`src/rtl/srl_fifo32x9_rd.sv`:
```
// Read end of a 32x9 SRL-based FIFO: shift-register storage addressed by occupancy,
// followed by a registered valid/ready output stage.
module srl_fifo32x9_rd #(
    parameter int unsigned WIDTH = 9,
    parameter int unsigned DEPTH = 32,
    parameter int unsigned AW    = 5
) (
    input  logic             clk,
    input  logic             rst_n,
    input  logic [WIDTH-1:0] d,
    input  logic             we,
    output logic             full,
    output logic [WIDTH-1:0] y,
    output logic             vld,
    input  logic             rdy,
    output logic [AW:0]      level,
    output logic             ovf
);

    logic [WIDTH-1:0] r_srl [DEPTH];
    logic [AW:0]      r_cnt;
    logic [WIDTH-1:0] r_y;
    logic             r_vld;
    logic             r_ovf;

    logic             w_full;
    logic             w_push;
    logic             w_pop;
    logic [AW-1:0]    w_addr;
    logic [WIDTH-1:0] w_q;

    assign w_full = (r_cnt == (AW+1)'(DEPTH));
    assign w_push = we & ~w_full;
    assign w_pop  = (r_cnt != '0) & (~r_vld | rdy);
    // Oldest word always sits at cnt-1; meaningless (and unused) when empty.
    assign w_addr = r_cnt[AW-1:0] - AW'(1);
    assign w_q    = r_srl[w_addr];

    // Storage carries no reset so it can map onto SRL primitives.
    always_ff @(posedge clk) begin
        if (w_push) begin
            r_srl[0] <= d;
            for (int i = 1; i < int'(DEPTH); i++) begin
                r_srl[i] <= r_srl[i-1];
            end
        end
    end

    always_ff @(posedge clk or negedge rst_n) begin
        if (!rst_n) begin
            r_cnt <= '0;
            r_y   <= '0;
            r_vld <= 1'b0;
            r_ovf <= 1'b0;
        end else begin
            unique case ({w_push, w_pop})
                2'b10:   r_cnt <= r_cnt + (AW+1)'(1);
                2'b01:   r_cnt <= r_cnt - (AW+1)'(1);
                default: r_cnt <= r_cnt;
            endcase

            if (w_pop) begin
                r_y   <= w_q;
                r_vld <= 1'b1;
            end else if (r_vld && rdy) begin
                r_vld <= 1'b0;
            end

            if (we && w_full) begin
                r_ovf <= 1'b1;
            end
        end
    end

    assign full  = w_full;
    assign y     = r_y;
    assign vld   = r_vld;
    assign ovf   = r_ovf;
    assign level = r_cnt + (AW+1)'(r_vld);

endmodule

```
`config.mk`:
```
export PLATFORM = sky130hd
export DESIGN_NAME = srl_fifo32x9_rd
export DESIGN_NICKNAME = d
export VERILOG_FILES = /design/src/rtl/srl_fifo32x9_rd.sv
export SDC_FILE = /design/constraint.sdc
export NUM_CORES = 1
export LEC_CHECK = 0
export CORE_ASPECT_RATIO = 1.4
export CORE_MARGIN = 2
export CORE_UTILIZATION = 61
export CTS_CLUSTER_SIZE = 8
export DETAILED_ROUTE_END_ITERATION = 16
export PLACE_DENSITY = 0.89
export RECOVER_POWER = 100
export SLEW_MARGIN = 25
export SYNTH_ARGS = -nofsm -noshare
export SYNTH_HDL_FRONTEND = slang
export SYNTH_SLANG_ARGS = --single-unit
```
`constraint.sdc`:
```
create_clock -name clk -period 9.3 [get_ports clk]
set_input_delay 0.93 -clock clk [delete_from_list [all_inputs] [get_ports clk]]
set_output_delay 0.93 -clock clk [all_outputs]
set_load 0.02 [all_outputs]
```
### Word level (Yosys, flattened, before mapping)

Memory sizes are Yosys's and may differ from the RTL's. A register that Yosys moved wholly into a read port is not among the register bits.
Index checks and enable logic that the tools add are counted.

* add/sub/neg operators: 4
* eq/ne operators: 3
* multiplexer cells: 5
* bitwise gates (word level): 5
* reductions and logical operators: 6

Operators with widths (count)
* $pmux 6 s2: 1
* $add 6x1->6: 1
* $add 6x1->6 const B: 1
* $eq 6x6->1 const B: 1
* $reduce_bool 6->1: 1
* $sub 6x1->6 const B: 1
* $sub 5x1->5 const B: 1
* $mux 1: 4
* $reduce_bool 2->1: 2
* $and 1x1->1: 2
* $eq 2x1->1 const B: 1
* $eq 2x2->1 const B: 1
* $logic_and 1x1->1: 2
* $not 1->1: 2
* $logic_not 1->1: 1
* $or 1x1->1: 1

* register bits after elaboration: 8
* bits in writable memories: 288
* input port bits: 13
* memories kept: 1

Memories
* r_srl: words 32, width 9, rd ports 32, clocked after Yosys merged registers in 1, write ports 32, line 20 `logic [WIDTH-1:0] r_srl [DEPTH];`

### Depth between registers and ports, before layout

* depth in word-level cells: 5
* mapped depth: 17
* depth with buffers taken out: 13

### Worst setup path before layout

OpenSTA, ideal clock, no wires.

* path type: flip-flop to flip-flop
* start point: register r_cnt[0]
* end point: memory r_srl[0][0] (enable)
* library setup time: 639 ps
* arrival: 7337 ps
* required time: 8661 ps
* setup slack: 1324 ps
* stages on the path, launching flop included: 11
* path through: dfrtp_1 > buf_6 > buf_6 > buf_2 > inv_1 > ha_1 > or4b_1 > buf_2 > or2_2 > nand2_1 > inv_1

RTL lines
* start: declaration: line 21 `logic [AW:0] r_cnt;`
* start signal: assignment: line 57 `2'b10: r_cnt <= r_cnt + (AW+1)'(1);`
* start signal: assignment: line 58 `2'b01: r_cnt <= r_cnt - (AW+1)'(1);`
* start signal: assignment: line 59 `default: r_cnt <= r_cnt;`
* end: declaration: line 20

### Final worst setup path

* start point: register r_cnt[0]
* end point: register r_y[5] (netlist: y[5]), read port of r_srl

RTL lines
* $sub 5x1->5: line 36 `assign w_addr = r_cnt[AW-1:0] - AW'(1);`
* via w_addr[0]: line 29 `logic [AW-1:0] w_addr;`
* end: declaration: line 22 `logic [WIDTH-1:0] r_y;`

The timed path passes the listed nets, and every way through them passes these cells.
A chain may end at the register's enable or synchronous reset.

==> out/metrics.cfg <==
[floorplanning]
dieHeight_um = 170
dieArea_um2 = 21000
rows = 60
die_w_um = 123
initial_core_util_pct = 62.6
ios = 31
core-area_um2 = 19300

[route]
num_vias = 5721
drc = 0
viasPerCell = 6.61
wl_per_cell_um = 26.0
drt_iter0_drc = 772
drtAntennaViolNets = 0
routed_wl_um = 22400
first_pass_iters = 5

[yosys]
synth_top_area_share_pct = 71.6
ys_ff_latch = 305
synth_cell_types = 41
synth.avg_cell_area_um2 = 22.3
yosysMostFrequentCell = edfxtp_1
syn_inst = 542
yosys.area.top_type = edfxtp_1
synthTopCellsByArea = edfxtp_1 (72%), mux4_2 (13%), dfrtp_1 (3.5%)
syn_nets = 564
synth_seq_area_share_pct = 75.1
syn_area_um2 = 12100
synth_edf_count = 288
yosys_warnings = 0
async_flop_share_pct = 5.57
synth_common_cells = edfxtp_1 (288), mux4_2 (68), dfrtp_1 (17)
synth_ff_type = edfxtp_1

[critical_path]
reg2reg_slack_ns = 3.56
critPathBufInv = 2
cp-end-kind = register
crit_arrival_ns = 6.14
reg2regPathDepth = 7
worst_ep_required_time_ns = 9.70
worst-setup-path-type = register to register
crit_path_max_incr_delay_ns = 1.82
cp-start-kind = register
startpoint = r_cnt[0]
r2r_start = r_cnt[0]
crit_fanout = 40
worst_path_dominant_cell_family = flip-flops
reg2reg_to = y[5]
cp_cell_sequence = inv_1 > ha_1 > buf_4 > mux4_2 > mux4_1 > nor2_1 > nor3_1
slowest_stage = dfrtp_1

[pwr]
ir_worst_vdd_mv = 0.227
pwr_density_cell_nw_per_um2 = 367
p_leak_nw = 4.69

[clock_tree]
cts_tree = yes
cts_root_buf = clkbuf_16
insertion_delay_ns = 0.53
cts_hold_buf = 0
cts_max_path_buffers = 3
cts.sink_count = 305
post_cts_buffers = 0
cts_resized = 0
clk_pin_slew_ns = 0.05
htree_levels = 2
cts_buffers = 44

[sta]
fmax_ghz = 0.174
fin_ws_ns = 3.56
min_period_ns = 5.74
setup_viol = 0
period_share_pct = 61.7
hold_viol_final = 0
timing.final.max_slew_violations = 79
tns_ns = 0
relSlewSlack_pct = -46.4
fin_skew_ns = 0.0166
worst_pin_slew_ns = 2.20
rsz0062_at_grt = false

[run_status]
failed_checks = capacitance limit, slew limit
status = complete, but fails checks

[cells_and_area]
instances_no_fill = 865
drive_gt1_share_pct = 23.3
area_delta_synth_final_pct = 14.4
register_area_um2 = 9070
fillCellCount = 989
antenna_cells = 0
multi_input_area_um2 = 2810
nets = 619

[placement]
dp.cells = 799
place_hpwl_um = 11400
place_ws_ns = 5.08
port_buffers = 30
place_congestion = 0.787

[global_route]
first_global_vias = 6015
gr-usage-all-layers_pct = 22.8
overflow = 0
antenna_found_initial = 0
grt_pass1_wl_um = 35600
grt_max_degree = 141

[hold_path]
worstHoldPathType = register to register
min_from = r_srl[30][8]
whs_endpoint = r_srl[31][8]
hold_depth = 0

[job]
maxCapViolations = 2

-- worst register-to-register path: cells and delay by family (launching register included) --
family / cells / cell delay (ns)
adder cells (fa/ha/maj): 1 / 1.64
buffers and inverters: 2 / 1.04
flip-flops: 1 / 1.82
multiplexers: 2 / 0.94
AND/OR/NAND/NOR: 2 / 0.18
-- layout by cell type, fill, tap and decap left out, types with 2 or more instances in the layout --
cell type	n
a211oi_1	9
a21o_1	3
a21oi_1	4
buf_4	4
clkbuf_1	18
clkbuf_16	46
clkdlybuf4s50_1	2
dfrtp_1	17
dlygate4sd3_1	28
edfxtp_1	288
ha_1	8
inv_1	8
mux2_2	9
mux4_1	13
mux4_2	68
nand2_1	8
nand2b_1	3
nand3_1	3
nor2_1	12
nor2b_1	9
nor3_1	4
nor3_2	6
nor3b_1	2
nor4_1	3
o21ai_0	6
o22ai_1	9
xnor2_1	7
xor2_1	3
xor2_4	2
-- cell families (layout without fill, tap and decap cells) --
| family | after synthesis | count (layout) | synth area share [%] |
|---|---|---|---|
| AND/OR/NAND/NOR | 56 | 56 | 2.93 |
| flip-flops | 305 | 305 | 75.1 |
| AO/OA/AOI/OAI | 35 | 35 | 1.93 |
| buffers and inverters | 35 | 110 | 1.56 |
| XOR/XNOR | 12 | 12 | 1.09 |
| adder cells (fa/ha/maj) | 9 | 9 | 0.995 |
| multiplexers | 90 | 90 | 16.4 |
-- through the flow --
| stage | util (%) | total power (W) | hold slack (ns) | cell area, um2 |
|---|---|---|---|---|
| 2_1_floorplan | - | 0.00323 | 0.417 | 12100 |
| 3_3_place_gp | 65.3 | 0.00352 | 0.426 | 12600 |
| 3_5_place_dp | 65.3 | 0.00361 | 0.428 | 12600 |
| 4_1_cts | 71.7 | 0.00513 | 0.438 | 13800 |
| 5_1_grt | 71.6 | 0.00528 | 0.450 | 13800 |
| 6_report | 71.6 | 0.00508 | 0.440 | 13800 |
-- power by group --
part | leakage (nW) | switching (W) | internal, W
combinational | 1.10 | 0.000794 | 0.000816
sequential | 3.00 | 0.000209 | 0.00182
clock | 0.599 | 0.000543 | 0.000893
total | 4.69 | 0.00155 | 0.00353
-- registers in the layout (all words and copies together) (netlist names) --
name	count
ovf	1
y	9
r_srl	288
r_cnt	6
vld	1
-- cell type report --
class | count | area share, %
sequential | 305 | 65.7
multi-input combinational | 202 | 20.3
clock buffer | 64 | 8.82
timing repair buffer | 35 | 2.47
tap | 248 | 2.25
inverter | 9 | 0.299
clock inverter | 2 | 0.181
-- per-layer routing --
metal | routed length [um] | GRT usage [%] | vias to the layer above | share of wire (%)
met1 | 8860 | 32.1 | 3028 | 39
met3 | 1260 | 3.75 | 48 | 5.6
met4 | 540 | 7.05 | 0 | 2.4
met5 | 0 | 0 | - | 0
li1 | - | - | 2378 | -
met2 | 11800 | 37.2 | 267 | 52
-- worst max-delay path by stage --
stage | endpoint | slack, ns | cells past startpoint
detailed placement | r_srl[6][3] | 5.08 | 7
CTS | full | 4.85 | 6
global placement | r_srl[0][3] | 5.32 | 7
finish | y[5] | 3.56 | 7
floorplan | r_srl[0][0] | 1.32 | 10
global route | y[5] | 2.99 | 7
Note: power is estimated with default switching activity, not from simulation.
